===== src/rtl/branch_unit.sv =====
`default_nettype none
// +----------------------------------------------------------------------------+
// | branch_unit                                                                |
// | Resolves JMP/JZ/JNZ/CALL/RET into a registered PC load with a delay slot. |
// | Revision: 1.0                                                              |
// +----------------------------------------------------------------------------+
module branch_unit #(
    parameter int STACK_DEPTH = 4,
    parameter int ADDR_WIDTH  = 8
) (
    input  logic                             clk,
    input  logic                             rst,
    input  logic                             instrValid,
    input  logic [2:0]                       opcode,
    input  logic [ADDR_WIDTH-1:0]            operand,
    input  logic [ADDR_WIDTH-1:0]            currentPointer,
    input  logic                             aluZero,
    input  logic                             aluZeroValid,
    output logic [ADDR_WIDTH-1:0]            branchTarget,
    output logic                             branchEnable,
    output logic [$clog2(STACK_DEPTH+1)-1:0] stackDepth,
    output logic                             stackOverflow,
    output logic                             stackUnderflow
);

    localparam int                 c_DEPTH_W = $clog2(STACK_DEPTH + 1);
    localparam int                 c_IDX_W   = (STACK_DEPTH > 1) ? $clog2(STACK_DEPTH) : 1;
    localparam logic [c_DEPTH_W-1:0] c_FULL  = c_DEPTH_W'(STACK_DEPTH);
    localparam logic [c_DEPTH_W-1:0] c_ONE   = c_DEPTH_W'(1);

    localparam logic [2:0] c_OP_JMP  = 3'b001;
    localparam logic [2:0] c_OP_JZ   = 3'b010;
    localparam logic [2:0] c_OP_JNZ  = 3'b011;
    localparam logic [2:0] c_OP_CALL = 3'b100;
    localparam logic [2:0] c_OP_RET  = 3'b101;

    logic [ADDR_WIDTH-1:0] r_stack [STACK_DEPTH];
    logic [ADDR_WIDTH-1:0] r_tgt;
    logic                  r_en;
    logic [c_DEPTH_W-1:0]  r_depth;
    logic                  r_ovf;
    logic                  r_unf;
    logic                  r_zero_flag;

    logic                  w_active;
    logic                  w_eff_zero;
    logic                  w_full;
    logic                  w_empty;
    logic [c_IDX_W-1:0]    w_top_idx;
    logic [c_IDX_W-1:0]    w_push_idx;
    logic [ADDR_WIDTH-1:0] w_ret_addr;
    logic                  w_taken;
    logic [ADDR_WIDTH-1:0] w_target;
    logic                  w_push;
    logic                  w_pop;
    logic                  w_ovf_set;
    logic                  w_unf_set;

    // The delay-slot instruction is squashed so a branch can never chain.
    assign w_active   = instrValid && !r_en;
    assign w_eff_zero = aluZeroValid ? aluZero : r_zero_flag;
    assign w_full     = (r_depth == c_FULL);
    assign w_empty    = (r_depth == '0);
    assign w_top_idx  = c_IDX_W'(r_depth - c_ONE);
    assign w_push_idx = c_IDX_W'(r_depth);
    assign w_ret_addr = currentPointer + ADDR_WIDTH'(2);

    always_comb begin
        w_taken   = 1'b0;
        w_target  = operand;
        w_push    = 1'b0;
        w_pop     = 1'b0;
        w_ovf_set = 1'b0;
        w_unf_set = 1'b0;
        if (w_active) begin
            case (opcode)
                c_OP_JMP:  w_taken = 1'b1;
                c_OP_JZ:   w_taken = w_eff_zero;
                c_OP_JNZ:  w_taken = !w_eff_zero;
                c_OP_CALL: begin
                    w_taken   = 1'b1;
                    w_push    = !w_full;
                    w_ovf_set = w_full;
                end
                c_OP_RET: begin
                    w_taken   = !w_empty;
                    w_pop     = !w_empty;
                    w_unf_set = w_empty;
                    w_target  = r_stack[w_top_idx];
                end
                default: ;
            endcase
        end
    end

    always_ff @(posedge clk or negedge rst) begin
        if (!rst) begin
            r_en        <= 1'b0;
            r_tgt       <= '0;
            r_depth     <= '0;
            r_ovf       <= 1'b0;
            r_unf       <= 1'b0;
            r_zero_flag <= 1'b0;
        end else begin
            r_en <= w_taken;
            if (w_taken)
                r_tgt <= w_target;
            if (aluZeroValid)
                r_zero_flag <= aluZero;
            if (w_push)
                r_depth <= r_depth + c_ONE;
            else if (w_pop)
                r_depth <= r_depth - c_ONE;
            if (w_ovf_set)
                r_ovf <= 1'b1;
            if (w_unf_set)
                r_unf <= 1'b1;
        end
    end

    // Stack storage carries no reset; validity is tracked by r_depth alone.
    always_ff @(posedge clk) begin
        if (w_push)
            r_stack[w_push_idx] <= w_ret_addr;
    end

    assign branchEnable   = r_en;
    assign branchTarget   = r_tgt;
    assign stackDepth     = r_depth;
    assign stackOverflow  = r_ovf;
    assign stackUnderflow = r_unf;

endmodule
`default_nettype wire


===== config.mk =====
export PLATFORM = sky130hd
export DESIGN_NAME = branch_unit
export DESIGN_NICKNAME = d
export VERILOG_FILES = /design/src/rtl/branch_unit.sv
export SDC_FILE = /design/constraint.sdc
export NUM_CORES = 1
export LEC_CHECK = 0
export BUFFER_PORTS_ARGS = -buffer_cell sky130_fd_sc_hd__buf_2
export CAP_MARGIN = 20
export CORE_MARGIN = 2
export CORE_UTILIZATION = 59
export DETAILED_ROUTE_END_ITERATION = 10
export PLACE_DENSITY_LB_ADDON = 0.05
export SLEW_MARGIN = 20
export SYNTH_ARGS = -nofsm -noshare
export SYNTH_HDL_FRONTEND = slang
export SYNTH_SLANG_ARGS = --single-unit

===== constraint.sdc =====
create_clock -name clk -period 4.55 [get_ports clk]
set_input_delay 0.91 -clock clk [delete_from_list [all_inputs] [get_ports clk]]
set_output_delay 0.91 -clock clk [all_outputs]
set_load 0.01 [all_outputs]

### Word level (Yosys, flattened, before mapping)

Memory sizes are Yosys's and may differ from the RTL's.
Index checks and enable logic that the tools add are counted.

* register bits: 15
* memory bits (writable): 32
* bits of input ports: 24
* memories: 1

* add/sub/neg operators: 3
* equal/unequal tests: 6
* muxes and demuxes: 17
* reductions and logical operators: 8

Memories
* r_stack: depth 4, bits a word 8, rd ports 1, clocked after memory_dff 0, write ports 1, RTL line 37 `logic [ADDR_WIDTH-1:0] r_stack [STACK_DEPTH];`

Operator list (number)
* $mux 8: 2
* $mux 1: 12
* $eq 3x3->1 const B: 3
* $add 8x2->8 const B: 1
* $eq 3x2->1 const B: 2
* $mux 3: 2
* $logic_not 1->1: 4
* $pmux 1 s4: 1
* $add 3x1->3 const B: 1
* $eq 3x1->1 const B: 1
* $logic_not 3->1: 1
* $sub 3x1->3 const B: 1
* $reduce_bool 2->1: 1
* $reduce_or 2->1: 1
* $logic_and 1x1->1: 1

### Depth between registers and ports, before layout

Gate-level depths: netlist (run 1).

* depth in word-level cells: 6
* gate-level depth with buffers: 7
* mapped depth without buffers: 6

### Least setup slack after synthesis (run 1)

Ideal clock, no wire load.

* path type: reg-to-reg
* start: register r_depth[0] (netlist: stackDepth[0])
* end: register r_tgt[0] (netlist: branchTarget[0])
* arrival time: 2581 ps
* required time: 4425 ps
* slack: 1844 ps
* stages on the path, launching flop included: 8
* buffers on the path: 1
* path through: dfrtp_1 -> clkbuf_1 -> inv_1 -> ha_1 -> or2b_2 -> o2bb2ai_2 -> a2111oi_4 -> mux2_2

* cells in the longest elaborated chain, start to end: 4
* elaborated cells between the ends (all ways): 8
* classes of those cells: 1 x add/sub; 4 x mux; 2 x reduce/logical; 1 x memory

Ends and longest elaborated chain
* start: declaration: RTL line 40 `logic [c_DEPTH_W-1:0] r_depth;`
* start signal: assignment: RTL line 111 `r_depth <= r_depth + c_ONE;`
* start signal: assignment: RTL line 113 `r_depth <= r_depth - c_ONE;`
* $logic_not 3->1: RTL line 63 `assign w_empty = (r_depth == '0);`
* $logic_not 1->1: RTL line 86 `w_taken = !w_empty;`
* $pmux 1 s4: RTL line 76 `case (opcode)`
* $mux 1: RTL line 75 `if (w_active) begin`
* net w_taken: RTL line 52 `logic w_taken;`
* end signal: assignment: RTL line 107 `r_tgt <= w_target;`
* end: declaration: RTL line 38 `logic [ADDR_WIDTH-1:0] r_tgt;`

The timed path passes the listed nets, and every way through them passes these cells.
A chain may end at the register's enable or synchronous reset.

### Worst setup path after layout (run 1)

* start: register r_depth[0] (netlist: stackDepth[0])
* end: register r_tgt[7] (netlist: branchTarget[7])

Same word-level chain as after synthesis.

==> results of run 1 <==
-- cells in the mapped netlist, drive strengths merged --
cell / instances
edfxtp: 32
mux2: 17
dfrtp: 15
mux4: 8
inv: 7
nand3: 7
ha: 6
xnor2: 5
nand2: 4
and2: 2
clkbuf: 2
nor2: 2
nor2b: 2
o21bai: 2
a2111oi: 1
a21oi: 1
a221oi: 1
a31o: 1
and3: 1
and4bb: 1
buf: 1
mux2i: 1
nand4: 1
o21ai: 1
o22a: 1
o2bb2ai: 1
o311ai: 1
or2b: 1
xor2: 1
-- report_power, final --
| group | internal [mW] | switching (mW) | total [mW] |
|---|---|---|---|
| Sequential | 0.516 | 0.0588 | 0.575 |
| Combinational | 0.197 | 0.176 | 0.373 |
| Clock | 0.0618 | 0.114 | 0.176 |
| Total | 0.775 | 0.349 | 1.12 |
-- layout make-up --
class / instances / area share (%)
Inverter: 7 / 1.101
Sequential cell: 47 / 56.00
Tap cell: 46 / 2.412
Clock buffer: 8 / 2.045
Multi-Input combinational cell: 69 / 30.68
Timing Repair Buffer: 37 / 7.761
-- worst max-delay path, delay by kind of cell (launching register included) --
kind,cells,cell delay [ns]
muxes,1,0.41
AOI/OAI and AO/OA,2,0.74
buffers and inverters,1,0.23
DFF,1,0.78
adders and majority gates,1,0.31
and+or+nand+nor,1,0.23
-- cells by family after synthesis --
| family | share of synthesized area [%] |
|---|---|
| flops | 63.46 |
| compound gates | 4.872 |
| fa+ha+maj | 3.565 |
| simple gates | 5.526 |
| xor+xnor | 2.496 |
| buf+inv | 1.783 |
| mux | 18.30 |
-- layer usage --
metal / vias to the layer above / global-route usage [%]
li1: 563 / -
met1: 586 / 27.50
met2: 37 / 31.18
met3: 4 / 5.634
met4: 0 / 6.522
met5: - / 0
-- registers in the layout, summed over array words and instances, names as in the netlist --
name / cells
stackUnderflow: 1
branchEnable: 1
r_zero_flag: 1
branchTarget: 8
r_stack: 32
stackOverflow: 1
stackDepth: 3
-- worst paths after layout --
kind | endpoint | slack [ns]
setup / recovery | branchTarget[7] | 1.73
hold / removal | stackDepth[2] | 0.44
setup reg to reg | branchTarget[7] | 1.73
hold reg to reg | stackUnderflow | 0.51
max in group asynchronous | branchTarget[0] | 3.84
min in group clk | stackUnderflow | 0.51
-- metrics by stage --
step	util (%)	cell area, um^2	setup WS, ns	power (mW)
after floorplan	-	2106	1.844	0.8342
after global placement	68.96	2337	1.820	0.9510
after detailed placement	68.96	2337	1.718	0.9612
after CTS	70.40	2386	1.683	1.135
after global routing	70.40	2386	1.497	1.187
final	70.40	2386	1.734	1.124
==> metrics.csv, run 1 <==
stage,metric,value,unit
status,status,finished clean,
finish,layout.cells.most_common,buf_2,
critical_path,critPathKind,flip-flop to flip-flop,
critical_path,worstPathCellList,"inv_1, ha_1, or2b_2, o2bb2ai_2, a2111oi_4, mux2_2",
cts,cts_hold_buffers,0,
drt,drcViolationCount,0,
place,numPortBuffers,37,
timing,skew,0.01406,ns
timing,rsz0062_at_grt,false,
global_route,grt_max_degree,16,
place,gp_congestion,0.7944,
floorplan,initial_core_util,62.13,%
cts,cts.sinks,47,
cts,postCtsSetupBuffers,0,
global_route,grt_pass1_vias,1167,
critical_path,critPathMaxStageDelay,0.78,ns
timing,tns,0,ns
synthesis,synthDistinctLibCells,30,
worst_hold_path,min_path_type,input pin to async pin,
cts,clock_latency,0.35,ns
finish,multi_input_area,732.0,um^2
drt,met3_wirelength,166,um
timing,setup_viol,0,
place,dpl.cell_count,206,
power,ir_worst_vdd,0.0002269,V
global_route,globalRouteTotalUtil,19.98,%
global_route,gr-total-overflow,0,
drt,vias,1190,
cts,clk_pin_slew_worst_paths,0.13,ns
critical_path,worstPathRequired,4.79,ns
timing,relSlewSlack,47.73,%
finish,fin_cells,214,
finish,finalNetCount,197,
drt,routed_wirelength,3504,um
synthesis,syn_area,2106,um^2
synthesis,synth_fp_nets,156,
critical_path,critPathMaxFanout,12,
critical_path,r2r_start,stackDepth[0],
cts,cts_buffers,5,
power,p_per_area,470.9,nW/um^2
floorplan,rows,21,
synthesis,ys_seq_area_share,63.46,%
floorplan,ios,38,
critical_path,cp-start-kind,flip-flop,
cts,cts-root-buf,clkbuf_4,
synthesis,synthTopCellsByArea,"edfxtp_1, dfrtp_1, mux2_2",
place,hpwlAfterDp,2569,um
power,p_leak,0.9281,nW
finish,drive_above_1_share,42.86,%
floorplan,die_w,63.74,um
timing,fin_crit,2.816,ns
finish,ff_latch_area,1336,um^2
drt,drtIter0Drc,58,
drt,wire_per_inst,16.37,um
synthesis,syn-instance-count,126,
drt,detail-route-antenna-nets,0,
cts,cts_max_level,2,
drt,wl_met1,1654,um
floorplan,dieArea,4063,um^2
critical_path,cp-end-kind,flip-flop,
timing,tightest_slew,0.7812,ns
cts,cts-resized-gates,0,
timing,slew_violations,0,
finish,area.growth.synth_to_final,13.31,%
timing,fin_crit_sh,61.89,%
drt,avgViaCountPerCell,5.561,
critical_path,cp-startpoint,stackDepth[0],
drt,highest_layer,met4,
timing,whs,0.4412,ns
synthesis,yosysTopAreaCell,edfxtp_1,
drt,drt_pass1_iterations,5,
global_route,antenna_found_initial,0,
run,cap_viol_max_count,0,
drt,met2_length,1653,um
cts,clockBufferDepth,2,
critical_path,crit_arrival,3.05,ns
cts,cts_tree,built,
timing,fmax,355.1,MHz
synthesis,synth_top_area_share,45.63,%
synthesis,avgSynthCellArea,16.71,um^2
synthesis,synth-seq-cells,47,
critical_path,slowest_stage,dfrtp_1,
floorplan,die_y,63.74,um
finish,fill_cells,242,
finish,diodes,0,
floorplan,core_area,3390,um^2
finish,mostFrequentLayoutCells,"buf_2, edfxtp_1, mux2_2",
global_route,grt_pass1_wl,5844,um
critical_path,rr_worst_depth,6,
timing,finalHoldViolCount,0,
synthesis,synth_warnings,0,
Note: power is estimated with default switching activity, not from simulation.
==> run 2, diff against run 1 <==
CORE_UTILIZATION = 49   (was 59)
clock period = 2.3 ns   (was 4.55 ns; I/O delays follow)
==> run 2 against run 1 <==
  * First-iteration DRC count decreased by 64%
  * Power up 120%
  * Combinational power increased by 120%
  * Sequential cell count unchanged
  * Setup slack got worse by 1.5 ns
  * Non-clock buffer count rose by 7
  * Die area up 19%
  * Clock power increased to 3.4 times the previous value
  * Global-route usage is 3.4 points lower
  * Sequential share of layout area shrank 2.8 points
  * Utilization shrank 8.5 points
  * Largest cell class unchanged
==> metrics.csv, run 2 (synthesis results as in run 1) <==
stage,metric,value,unit
global_route,gr-total-overflow,0,
cts,cts-root-buf,clkbuf_8,
drt,drcViolationCount,0,
floorplan,rows,23,
timing,finalHoldViolCount,0,
critical_path,cp-start-kind,flip-flop,
finish,mostFrequentLayoutCells,"buf_2, edfxtp_1, mux2_2",
cts,cts_tree,built,
floorplan,dieArea,4838,um^2
place,post-place-ws,0.2828,ns
finish,fin_cells,225,
finish,finish.instance_area,2512,um^2
floorplan,ios,38,
critical_path,rr_worst_depth,7,
cts,cts_buffers,5,
drt,wire_per_inst,15.57,um
timing,fin_ws,0.2781,ns
cts,clockBufferDepth,2,
worst_hold_path,min_path_type,input pin to async pin,
drt,avgViaCountPerCell,5.391,
critical_path,critPathKind,flip-flop to flip-flop,
timing,tns,0,ns
critical_path,rrSetupSlack,0.28,ns
power,p_leak,0.9993,nW
drt,routed_wirelength,3504,um
drt,drt_pass1_iterations,4,
timing,whs,0.06318,ns
place,hpwlAfterDp,2629,um
finish,drive_above_1_share,46.86,%
cts,cts_max_level,2,
critical_path,slowest_stage,dfrtp_1,
critical_path,worstPathCellList,"inv_1, ha_1, or2b_2, o2bb2ai_2, a2111oi_4, buf_4, mux2_2",
drt,drtIter0Drc,21,
drt,vias,1213,
floorplan,initial_core_util,51.90,%
run,cap_viol_max_count,0,
timing,setup_viol,0,
timing,fin_crit_sh,87.91,%
place,dpl.cell_count,217,
status,status,finished clean,
critical_path,crit_arrival,2.20,ns
timing,rsz0062_at_grt,false,
finish,regMostFlops,r_stack,
global_route,grt_pass1_vias,1166,
finish,finalNetCount,204,
timing,skew,0.007632,ns
finish,largest_register_ffs,32,
cts,cts-resized-gates,0,
critical_path,critPathMaxStageDelay,0.41,ns
finish,fill_cells,318,
global_route,globalRouteTotalUtil,16.62,%
drt,detail-route-antenna-nets,0,
timing,fmax,494.6,MHz
power,total_power,2.516,mW
place,numPortBuffers,37,
critical_path,worstPathRequired,2.48,ns
finish,layout.cells.most_common,buf_2,
critical_path,critPathMaxFanout,9,
global_route,grt_max_degree,16,
power,p_per_area,1002,nW/um^2
timing,tightest_slew,0.4239,ns
cts,clk_pin_slew_worst_paths,0.08,ns
global_route,grt_pass1_wl,6003,um
finish,area.growth.synth_to_final,19.31,%
cts,cts_hold_buffers,0,
cts,clock_latency,0.29,ns
timing,slew_violations,0,
finish,fin_util,61.92,%
floorplan,core_area,4058,um^2
timing,fin_crit,2.022,ns
cts,cts.sinks,47,
floorplan,die_y,69.56,um
cts,postCtsSetupBuffers,0,
global_route,antenna_found_initial,0,
power,ir_worst_vdd,0.0007827,V
place,place_area,2395,um^2
critical_path,cp-end-kind,flip-flop,
timing,relSlewSlack,71.74,%
floorplan,die_w,69.56,um
place,gp_congestion,0.7772,
finish,diodes,0,
==> run 2: changes by cell type in the layout (fill, tap and decap cells not counted), sizes merged <==
| cell | change |
|---|---|
| clkbuf | -2 |
| clkinv | +1 |
| bufinv | +1 |
| buf | +7 |
==> run 2: cell type report <==
class | instances | area, um^2 | share of cell area, %
Clock buffer | 6 | 82.58 | 3.287
Timing Repair Buffer | 44 | 237.7 | 9.462
Clock inverter | 2 | 35.03 | 1.394
Sequential cell | 47 | 1336 | 53.19
Multi-Input combinational cell | 69 | 732.0 | 29.13
Inverter | 7 | 26.28 | 1.046
Tap cell | 50 | 62.56 | 2.490
==> run 2: path summary, 6_finish.rpt <==
check	from	to
worst max-delay path	stackDepth[1]	branchTarget[7]
worst min-delay path	rst	branchTarget[5]
worst max register to register	stackDepth[1]	branchTarget[7]
worst min register to register	stackOverflow	stackOverflow
max in group asynchronous	rst	stackDepth[0]
min in group clk	currentPointer[0]	r_stack[3][0]
==> run 2: report_power, final <==
group          internal, mW  leakage (nW)  switching (mW)  total (mW)
sequential             1.02         0.468          0.0616        1.08
combinational         0.418         0.470           0.410       0.828
clock                 0.351        0.0612           0.254       0.605
total                  1.79         0.999           0.725        2.52
==> run 2: critical path: cells and delay by family, from the launching register on <==
kind	cells	cell delay [ns]
fa+ha+maj	1	0.24
compound gates	2	0.37
flops	1	0.41
buf+inv	2	0.33
simple gates	1	0.23
mux	1	0.34
==> run 2: metal layers <==
layer,GRT usage [%],vias up,part of all wire [%],wire (um)
met4,6.536,0,1.3,45
met5,0,-,0,0
met2,23.72,39,46,1597
met1,24.00,593,47,1650
met3,5.087,4,6.0,211
li1,-,577,-,-
==> run 3, diff against run 2 <==
CORE_UTILIZATION = 55   (was 49)
clock period = 2.1 ns   (was 2.3 ns; I/O delays follow)
==> run 3 against run 2 <==
  * Via count increased by 0.66%
  * Largest power group unchanged
  * Critical path depth unchanged
  * Clock skew decreased by 0.0015 ns
  * Clock-buffer cell count decreased by 1
  * Cell count decreased by 0.44%
  * Fmax increased by 1.9%
  * Wire length increased by 2.5%
  * Hold slack got worse by 0.042 ns
  * Design area increased by 2.5%
  * Utilization increased by 8.5 points
==> metrics.csv, run 3 (synthesis results as in run 1) <==
stage,metric,value,unit
finish,area.growth.synth_to_final,22.34,%
finish,largest_register_ffs,32,
critical_path,cp-end-kind,flip-flop,
finish,fin_cells,224,
cts,cts_buffers,5,
finish,layout.cells.most_common,buf_2,
floorplan,die_y,65.88,um
timing,fin_crit_sh,94.52,%
drt,met3_wirelength,232,um
run,cap_viol_max_count,0,
drt,drcViolationCount,0,
place,numPortBuffers,37,
cts,cts-root-buf,clkbuf_8,
global_route,grt_max_degree,16,
cts,cts_max_level,2,
timing,fin_ws,0.1150,ns
global_route,antenna_found_initial,0,
global_route,gr-total-overflow,0,
place,gp_congestion,0.6998,
critical_path,critPathKind,flip-flop to flip-flop,
drt,met2_length,1659,um
cts,clockBufferDepth,2,
power,netSwitchingFraction,30.49,%
global_route,globalRouteTotalUtil,19.48,%
power,total_power,2.742,mW
cts,cts_tree,built,
floorplan,initial_core_util,57.52,%
cts,cts-resized-gates,0,
global_route,grt_pass1_wl,6106,um
floorplan,core_area,3661,um^2
place,dpl.cell_count,215,
place,post-place-ws,-0.1260,ns
timing,fmax,503.8,MHz
power,ir_worst_vdd,0.0006070,V
power,pwr-share-comb,37.4,%
critical_path,rr_worst_depth,7,
drt,highest_layer,met4,
floorplan,rows,22,
finish,diodes,0,
timing,slew_violations,0,
power,p_per_area,1064,nW/um^2
finish,fin_util,70.37,%
timing,relSlewSlack,70.43,%
timing,whs,0.02089,ns
critical_path,critPathMaxFanout,9,
cts,clock_latency,0.29,ns
timing,finalHoldViolCount,0,
power,power.share.clock,18.9,%
power,intPower,1.906,mW
drt,wl_met1,1676,um
finish,fill_cells,268,
cts,cts.sinks,47,
drt,avgViaCountPerCell,5.451,
critical_path,worstPathRequired,2.28,ns
finish,finalNetCount,205,
floorplan,dieArea,4340,um^2
timing,setup_viol,0,
drt,drt_pass1_iterations,4,
floorplan,ios,38,
timing,fin_crit,1.985,ns
critical_path,cp-start-kind,flip-flop,
timing,tns,0,ns
drt,wire_per_inst,16.03,um
power,p_sw,836.0,uW
critical_path,r2r_start,stackDepth[1],
timing,tightest_slew,0.4436,ns
drt,drtIter0Drc,60,
power,seqPwrFrac,43.7,%
place,hpwlAfterDp,2660,um
critical_path,crit_arrival,2.17,ns
finish,regMostFlops,r_stack,
timing,rsz0062_at_grt,false,
cts,clk_pin_slew_worst_paths,0.08,ns
finish,drive_above_1_share,47.73,%
drt,routed_wirelength,3591,um
cts,postCtsSetupBuffers,1,
power,p_leak,1.024,nW
floorplan,die_w,65.88,um
place,place_area,2467,um^2
finish,mostFrequentLayoutCells,"buf_2, edfxtp_1, dfrtp_1",
status,status,finished clean,
drt,detail-route-antenna-nets,0,
critical_path,rrSetupSlack,0.12,ns
finish,finish.instance_area,2576,um^2
critical_path,r2r-end,branchTarget[1],
drt,vias,1221,
cts,cts_hold_buffers,0,
global_route,grt_pass1_vias,1243,
timing,skew,0.006117,ns
worst_hold_path,min_path_type,input pin to async pin,
run 3: changes by cell type in the layout (fill, tap and decap cells not counted), sizes merged:
| cell | before | now |
|---|---|---|
| bufinv | 1 | 0 |
| clkinvlp | 0 | 1 |
| clkinv | 1 | 2 |
| buf | 44 | 45 |
| clkbuf | 6 | 5 |
run 3: critical path, cell delays in order, from the launching register on:
cell	delay [ns]
dfrtp_1	0.36
inv_1	0.10
ha_4	0.19
or2b_4	0.24
o2bb2ai_4	0.07
a2111oi_4	0.43
buf_12	0.19
mux2_4	0.30
run 3: cell type report:
class	count	area, um^2	share of cell area (%)
clock buffers	5	68.82	2.671
clock inverters	3	20.02	0.7771
multi-input cells	69	789.5	30.65
inverters	7	31.28	1.214
repair buffers	45	270.3	10.49
flip-flops and latches	47	1336	51.87
well taps	48	60.06	2.331
run 3: metal layers:
layer  vias to the layer above  global-route usage [%]
met5                         -                       0
met4                         0                   5.469
met3                         4                   4.770
met2                        46                   31.44
met1                       587                   26.51
li1                        584                       -
run 3: worst max path at each step:
stage / startpoint / to / slack (ns)
3_3_place_gp: aluZeroValid / branchTarget[0] / -0.07
5_1_grt: stackDepth[0] / branchTarget[6] / 0.04
6_report: stackDepth[1] / branchTarget[1] / 0.12
4_1_cts: stackDepth[1] / branchTarget[1] / 0.16
2_1_floorplan: stackDepth[0] / branchTarget[0] / -0.16
3_5_place_dp: aluZeroValid / branchTarget[5] / -0.13
run 3: power by group through the flow:
stage | clock network (mW) | logic (mW) | registers [mW]
after floorplan | 0 | 0.653 | 1.27
after global placement | 0 | 1.01 | 1.21
after detailed placement | 0 | 1.03 | 1.22
after CTS | 0.541 | 1.04 | 1.20
after global routing | 0.570 | 1.12 | 1.22
final | 0.517 | 1.03 | 1.20
